==> src/rtl/stage_prefetch.sv <==
// stage_prefetch: instruction prefetch stage with a DEPTH-entry queue.
//
// A fetch PC register issues requests to instruction memory. Each
// instruction that memory acknowledges is queued as {insn, pc} and is
// handed to decode in FIFO order. A redirect (pc_wen) flushes the queue
// and retargets fetch in the same cycle.
//
// Ports:
//   clk, reset_n          clock; synchronous active-low reset
//   fe_enable             fetch permit from the mem stage
//   pc_wen, pc_in         redirect strobe and target
//   fe_req, fe_addr       memory request and address
//   fe_ack, fe_data       same-cycle memory acknowledge and instruction
//   de_ready              decode accepts the head entry
//   de_valid, de_insn,    head entry valid / instruction / address
//   de_pc
//   occupancy             number of queued entries
//
// Optional feature macro: STAGE_PREFETCH_BYPASS_EN
//   When defined, an instruction acknowledged into an empty queue is shown
//   to decode in the same cycle, and is queued only if decode stalls.

module stage_prefetch #(
    parameter int          DEPTH    = 4,
    parameter logic [31:0] RESET_PC = 32'h8000_0000
) (
    input  logic                       clk,
    input  logic                       reset_n,
    input  logic                       fe_enable,
    input  logic                       pc_wen,
    input  logic [31:0]                pc_in,
    output logic                       fe_req,
    output logic [31:0]                fe_addr,
    input  logic                       fe_ack,
    input  logic [31:0]                fe_data,
    input  logic                       de_ready,
    output logic                       de_valid,
    output logic [31:0]                de_insn,
    output logic [31:0]                de_pc,
    output logic [$clog2(DEPTH):0]     occupancy
);

    localparam int PTR_W = $clog2(DEPTH);
    localparam int CNT_W = PTR_W + 1;
    localparam logic [CNT_W-1:0] DEPTH_C = CNT_W'(DEPTH);

    logic [31:0]      fetch_pc;
    logic [PTR_W-1:0] rd_ptr;
    logic [PTR_W-1:0] wr_ptr;
    logic [PTR_W-1:0] wr_idx;
    logic [CNT_W-1:0] count;
    logic [31:0]      insn_mem [DEPTH];
    logic [31:0]      pc_mem   [DEPTH];

    logic fetch_ok;
    logic q_valid;
    logic push;
    logic pop;

    assign fe_addr   = pc_wen ? pc_in : fetch_pc;
    assign fe_req    = fe_enable & (count < DEPTH_C);
    // An acknowledge arriving while reset is asserted is dropped.
    assign fetch_ok  = fe_req & fe_ack & reset_n;
    // The head is hidden during a redirect (it is being flushed) and during
    // reset, so decode never sees a handshake on a discarded entry.
    assign q_valid   = (count != '0) & ~pc_wen & reset_n;
    assign pop       = q_valid & de_ready;
    assign occupancy = count;

`ifdef STAGE_PREFETCH_BYPASS_EN
    logic bypass;

    assign bypass   = (count == '0) & ~pc_wen & fetch_ok;
    assign de_valid = q_valid | bypass;
    assign de_insn  = bypass ? fe_data : insn_mem[rd_ptr];
    assign de_pc    = bypass ? fe_addr : pc_mem[rd_ptr];
    // A bypassed instruction consumed by decode this cycle is never queued.
    assign push     = fetch_ok & ~(bypass & de_ready);
`else
    assign de_valid = q_valid;
    assign de_insn  = insn_mem[rd_ptr];
    assign de_pc    = pc_mem[rd_ptr];
    assign push     = fetch_ok;
`endif

    // A redirect restarts the queue at slot 0, so the target lands there.
    assign wr_idx = pc_wen ? '0 : wr_ptr;

    always_ff @(posedge clk) begin
        if (!reset_n) begin
            count    <= '0;
            rd_ptr   <= '0;
            wr_ptr   <= '0;
            fetch_pc <= RESET_PC;
        end else if (pc_wen) begin
            rd_ptr   <= '0;
            wr_ptr   <= push ? PTR_W'(1) : '0;
            count    <= push ? CNT_W'(1) : '0;
            fetch_pc <= fetch_ok ? (fe_addr + 32'd4) : pc_in;
        end else begin
            if (push) begin
                wr_ptr <= wr_ptr + PTR_W'(1);
            end
            if (pop) begin
                rd_ptr <= rd_ptr + PTR_W'(1);
            end
            count <= count + CNT_W'(push) - CNT_W'(pop);
            if (fetch_ok) begin
                fetch_pc <= fe_addr + 32'd4;
            end
        end
    end

    always_ff @(posedge clk) begin
        if (push) begin
            insn_mem[wr_idx] <= fe_data;
            pc_mem[wr_idx]   <= fe_addr;
        end
    end

endmodule

==> config.mk <==
export PLATFORM = sky130hd
export DESIGN_NAME = stage_prefetch
export DESIGN_NICKNAME = d
export VERILOG_FILES = /design/src/rtl/stage_prefetch.sv
export SDC_FILE = /design/constraint.sdc
export NUM_CORES = 1
export LEC_CHECK = 0
export CORE_ASPECT_RATIO = 0.9
export CORE_MARGIN = 3
export CORE_UTILIZATION = 54
export DETAILED_ROUTE_END_ITERATION = 6
export PLACE_DENSITY = 0.77
export SLEW_MARGIN = 20
export SYNTH_ARGS = -nofsm -noshare
export SYNTH_HDL_FRONTEND = slang
export SYNTH_SLANG_ARGS = --single-unit
==> constraint.sdc <==
create_clock -name clk -period 10.9 [get_ports clk]
set_input_delay 2.725 -clock clk [delete_from_list [all_inputs] [get_ports clk]]
set_output_delay 2.725 -clock clk [all_outputs]
set_load 0.005 [all_outputs]
==> metrics.log <==
INFO  metric critical_path_required = 8180 ps
INFO  metric final_layout_size_suffix_gt1_frac = 0.186
INFO  metric setup_tns = 0 ps
INFO  metric rows = 50
INFO  metric setup.worst_path.start_class = primary input
INFO  metric design.die.area = 23700 um^2
INFO  metric preCtsSetupSlack = 3540 ps
INFO  metric relSlewSlack = 0.323
INFO  metric vdd_ir_drop_max = 0.000103 V
INFO  metric inserted_clock_buffers = 30
INFO  metric dr.pass1.iters = 5
INFO  metric maximum_fanout_along_the_worst_path = 13
INFO  metric h-tree-depth = 1
INFO  metric most-common-layout-cells = sky130_fd_sc_hd__edfxtp_1, sky130_fd_sc_hd__clkdlybuf4s50_1, sky130_fd_sc_hd__mux4_2, sky130_fd_sc_hd__dfxtp_1
INFO  metric r2r-end = pc_mem[0][7]
INFO  metric synth_seq_area_share = 0.719
INFO  metric final.setup_skew = 8.67 ps
INFO  metric post_synth.cell_area_avg = 18.3 um^2
INFO  metric syn-instance-count = 647
INFO  metric grt_max_degree = 76
INFO  metric ff2ff_path_depth = 5
INFO  metric min_path_type = flip-flop to flip-flop
INFO  metric worstPathCellList = clkdlybuf4s50_1, nand2b_1, nor2_1, clkdlybuf4s50_1
INFO  metric route.antenna.remaining_nets = 0
INFO  metric fill_cells = 1371
INFO  metric timing.final.setup_violations = 0
INFO  metric port_buffers = 170
INFO  metric design.core.area = 21100 um^2
INFO  metric place.gp.congestion = 0.862
INFO  metric synthesis.area = 11800 um^2
INFO  metric antenna_found_initial = 0
INFO  metric timing.reg2reg.setup_slack = 7800 ps
INFO  metric post_cts_sizing = 0
INFO  metric r2r_start = occupancy[2]
INFO  metric grt.overflow.total = 0
INFO  metric post_cts_buffers = 0
INFO  metric detail_route.iter0.violations = 577
INFO  metric ffs_w_async_s_r_synth = 0
INFO  metric post-route-worst-setup-slack = 3490 ps
INFO  metric cp-endpoint = de_valid
INFO  metric die_y = 146 um
INFO  metric synth-edff-count = 256
INFO  metric arrival = 4680 ps
INFO  metric clock_sink_count = 297
INFO  metric cp_slowest_stage_delay = 910 ps
INFO  metric initial_core_util = 0.560
INFO  metric number_of_remaining_drc_errors = 0
INFO  metric critical_path_top_delay_cell = sky130_fd_sc_hd__clkdlybuf4s50_1
INFO  metric timing_hold_violations_final = 0
INFO  metric wire_length_of_the_first_global_routing_pass = 40700 um
INFO  metric ys_ff_latch = 297
INFO  metric synth-warning-count = 0
INFO  metric grt_pass1_vias = 7183
INFO  metric postSynthNetCount = 721
INFO  metric clock.fmax = 135 MHz
INFO  metric synthDistinctLibCells = 52
INFO  metric clock_tree.root_cell = sky130_fd_sc_hd__clkbuf_16
INFO  metric seqCellArea = 8520 um^2
INFO  metric grt_setup_unrepaired = no
INFO  metric grt_use_total = 0.219
INFO  metric tritoncts = done
INFO  metric most_common_cell_after_layout_fill_and_taps_aside = sky130_fd_sc_hd__edfxtp_1
INFO  metric route.vias.total = 6734
INFO  metric worst_tran_pin_value = 1010 ps
INFO  metric io_pins = 171
INFO  metric detailed_place_hpwl = 16200 um
INFO  metric cap_violations = 0
INFO  metric multi_input_area = 3130 um^2
INFO  metric outcome = completed
INFO  metric holdBufCountCts = 0
INFO  metric final_nets = 903
INFO  metric detailed_route_vias_per_instance = 5.91
INFO  metric area_growth_syn_to_layout = 25.0%
INFO  metric time_the_worst_path_needs_with_i_o_delays_and_setup = 7410 ps
INFO  metric worst-setup-path-type = primary input to output pin
INFO  metric final-max-slew-violation-count = 0
INFO  metric power_per_cell_area = 162 nW/um^2
INFO  metric drt_wl_total = 26100 um
INFO  metric fin_crit_sh = 0.679
INFO  metric timing.critical_path.mode_cell = sky130_fd_sc_hd__clkdlybuf4s50_1
INFO  metric clk_path_buf_depth = 3
INFO  metric routed_wire_length_per_instance = 22.9 um
INFO  metric p_leak = 4.79 nW
INFO  metric clkTransAtPathRegs = 50 ps
INFO  metric insertion_delay_of_the_later_clocked_pin_in_the_worst_skew_pair = 550 ps
INFO  metric endpoint_kind = output pin
INFO  metric die_x = 162 um
INFO  metric antenna_cells = 0
INFO  metric synth-main-ff-cell = sky130_fd_sc_hd__edfxtp_1
INFO  metric crit_path_start = reset_n
[metal layers]
| metal | share of wire | global-route usage | wire, um |
|---|---|---|---|
| met5 | 0 | 0 | 0 |
| met4 | 0.025 | 0.0588 | 653 |
| met1 | 0.42 | 0.312 | 10900 |
| met3 | 0.074 | 0.0457 | 1930 |
| met2 | 0.48 | 0.350 | 12500 |
[synthesized netlist by cell type, types with 3 or more instances]
cell	n	area [um^2]
sky130_fd_sc_hd__a21oi_1	12	60.1
sky130_fd_sc_hd__a31oi_1	5	31.3
sky130_fd_sc_hd__mux2_2	24	270
sky130_fd_sc_hd__xor2_1	5	43.8
sky130_fd_sc_hd__nand2b_1	5	31.3
sky130_fd_sc_hd__nor3_1	10	50.1
sky130_fd_sc_hd__dfxtp_1	41	821
sky130_fd_sc_hd__ha_1	3	37.5
sky130_fd_sc_hd__xnor2_1	9	78.8
sky130_fd_sc_hd__nand4b_1	6	52.6
sky130_fd_sc_hd__and4_1	4	35.0
sky130_fd_sc_hd__mux2i_1	9	90.1
sky130_fd_sc_hd__and2_1	4	25.0
sky130_fd_sc_hd__clkbuf_1	15	56.3
sky130_fd_sc_hd__buf_2	9	45.0
sky130_fd_sc_hd__nor3b_1	8	60.1
sky130_fd_sc_hd__o21ai_0	10	50.1
sky130_fd_sc_hd__inv_1	12	45.0
sky130_fd_sc_hd__nand3_1	20	100
sky130_fd_sc_hd__a22oi_1	4	30.0
sky130_fd_sc_hd__buf_4	3	22.5
sky130_fd_sc_hd__and3_1	5	31.3
sky130_fd_sc_hd__edfxtp_1	256	7690
sky130_fd_sc_hd__nand4_1	12	75.1
sky130_fd_sc_hd__nand2_1	30	113
sky130_fd_sc_hd__nand3b_1	8	60.1
sky130_fd_sc_hd__mux4_2	64	1440
sky130_fd_sc_hd__nor2_1	24	90.1
sky130_fd_sc_hd__a211oi_1	3	22.5
[registers in the layout, summed over array words and instances (netlist names), named ones only]
| register | flops |
|---|---|
| wr_ptr | 2 |
| occupancy | 3 |
| insn_mem | 128 |
| fetch_pc | 32 |
| rd_ptr | 2 |
| pc_mem | 128 |
[cell families after synthesis]
| family | count (synthesis) | share of synthesized area |
|---|---|---|
| mux | 97 | 0.152 |
| fa+ha+maj | 4 | 0.00486 |
| compound gates | 46 | 0.0258 |
| xor+xnor | 14 | 0.0104 |
| buf+inv | 43 | 0.0186 |
| simple gates | 146 | 0.0692 |
| flops | 297 | 0.719 |
[power breakdown]
group          internal (W)  total, W  switching [W]  leakage, nW
registers           0.00126   0.00126     0.00000854         2.66
clock network      0.000564  0.000975       0.000410        0.469
logic             0.0000805  0.000154      0.0000734         1.65
[how the worst min path moves through the flow]
stage,slack [ps],start,to,cells past startpoint
global placement,520,rd_ptr[0],rd_ptr[0],2
floorplan,480,rd_ptr[1],flip-flop,2
CTS,540,rd_ptr[0],flip-flop,2
detailed placement,510,rd_ptr[1],flip-flop,2
global route,580,rd_ptr[0],flip-flop,2
finish,540,rd_ptr[0],flip-flop,2
[worst max-delay path, delay by kind of cell]
kind	cells	cell delay, ps
buffers and inverters	2	1430
and+or+nand+nor	2	530
[through the flow]
step           hold WS [ps]  total power [W]  utilization  std cells  area [um^2]
2_1_floorplan           485          0.00135            -        647        11800
3_3_place_gp            516          0.00144        0.654       1082        13800
3_5_place_dp            512          0.00144        0.655       1083        13800
4_1_cts                 542          0.00241        0.700       1139        14800
5_1_grt                 579          0.00247        0.700       1139        14800
6_report                545          0.00239        0.700       1139        14800
[layout make-up]
cell class / count / area share
Timing Repair Buffer: 181 / 0.122
Inverter: 12 / 0.00304
Sequential cell: 297 / 0.576
Clock buffer: 37 / 0.0539
Multi-Input combinational cell: 307 / 0.212
Tap cell: 286 / 0.0242
Clock inverter: 19 / 0.0101
Power figures use the tool's default switching activity.
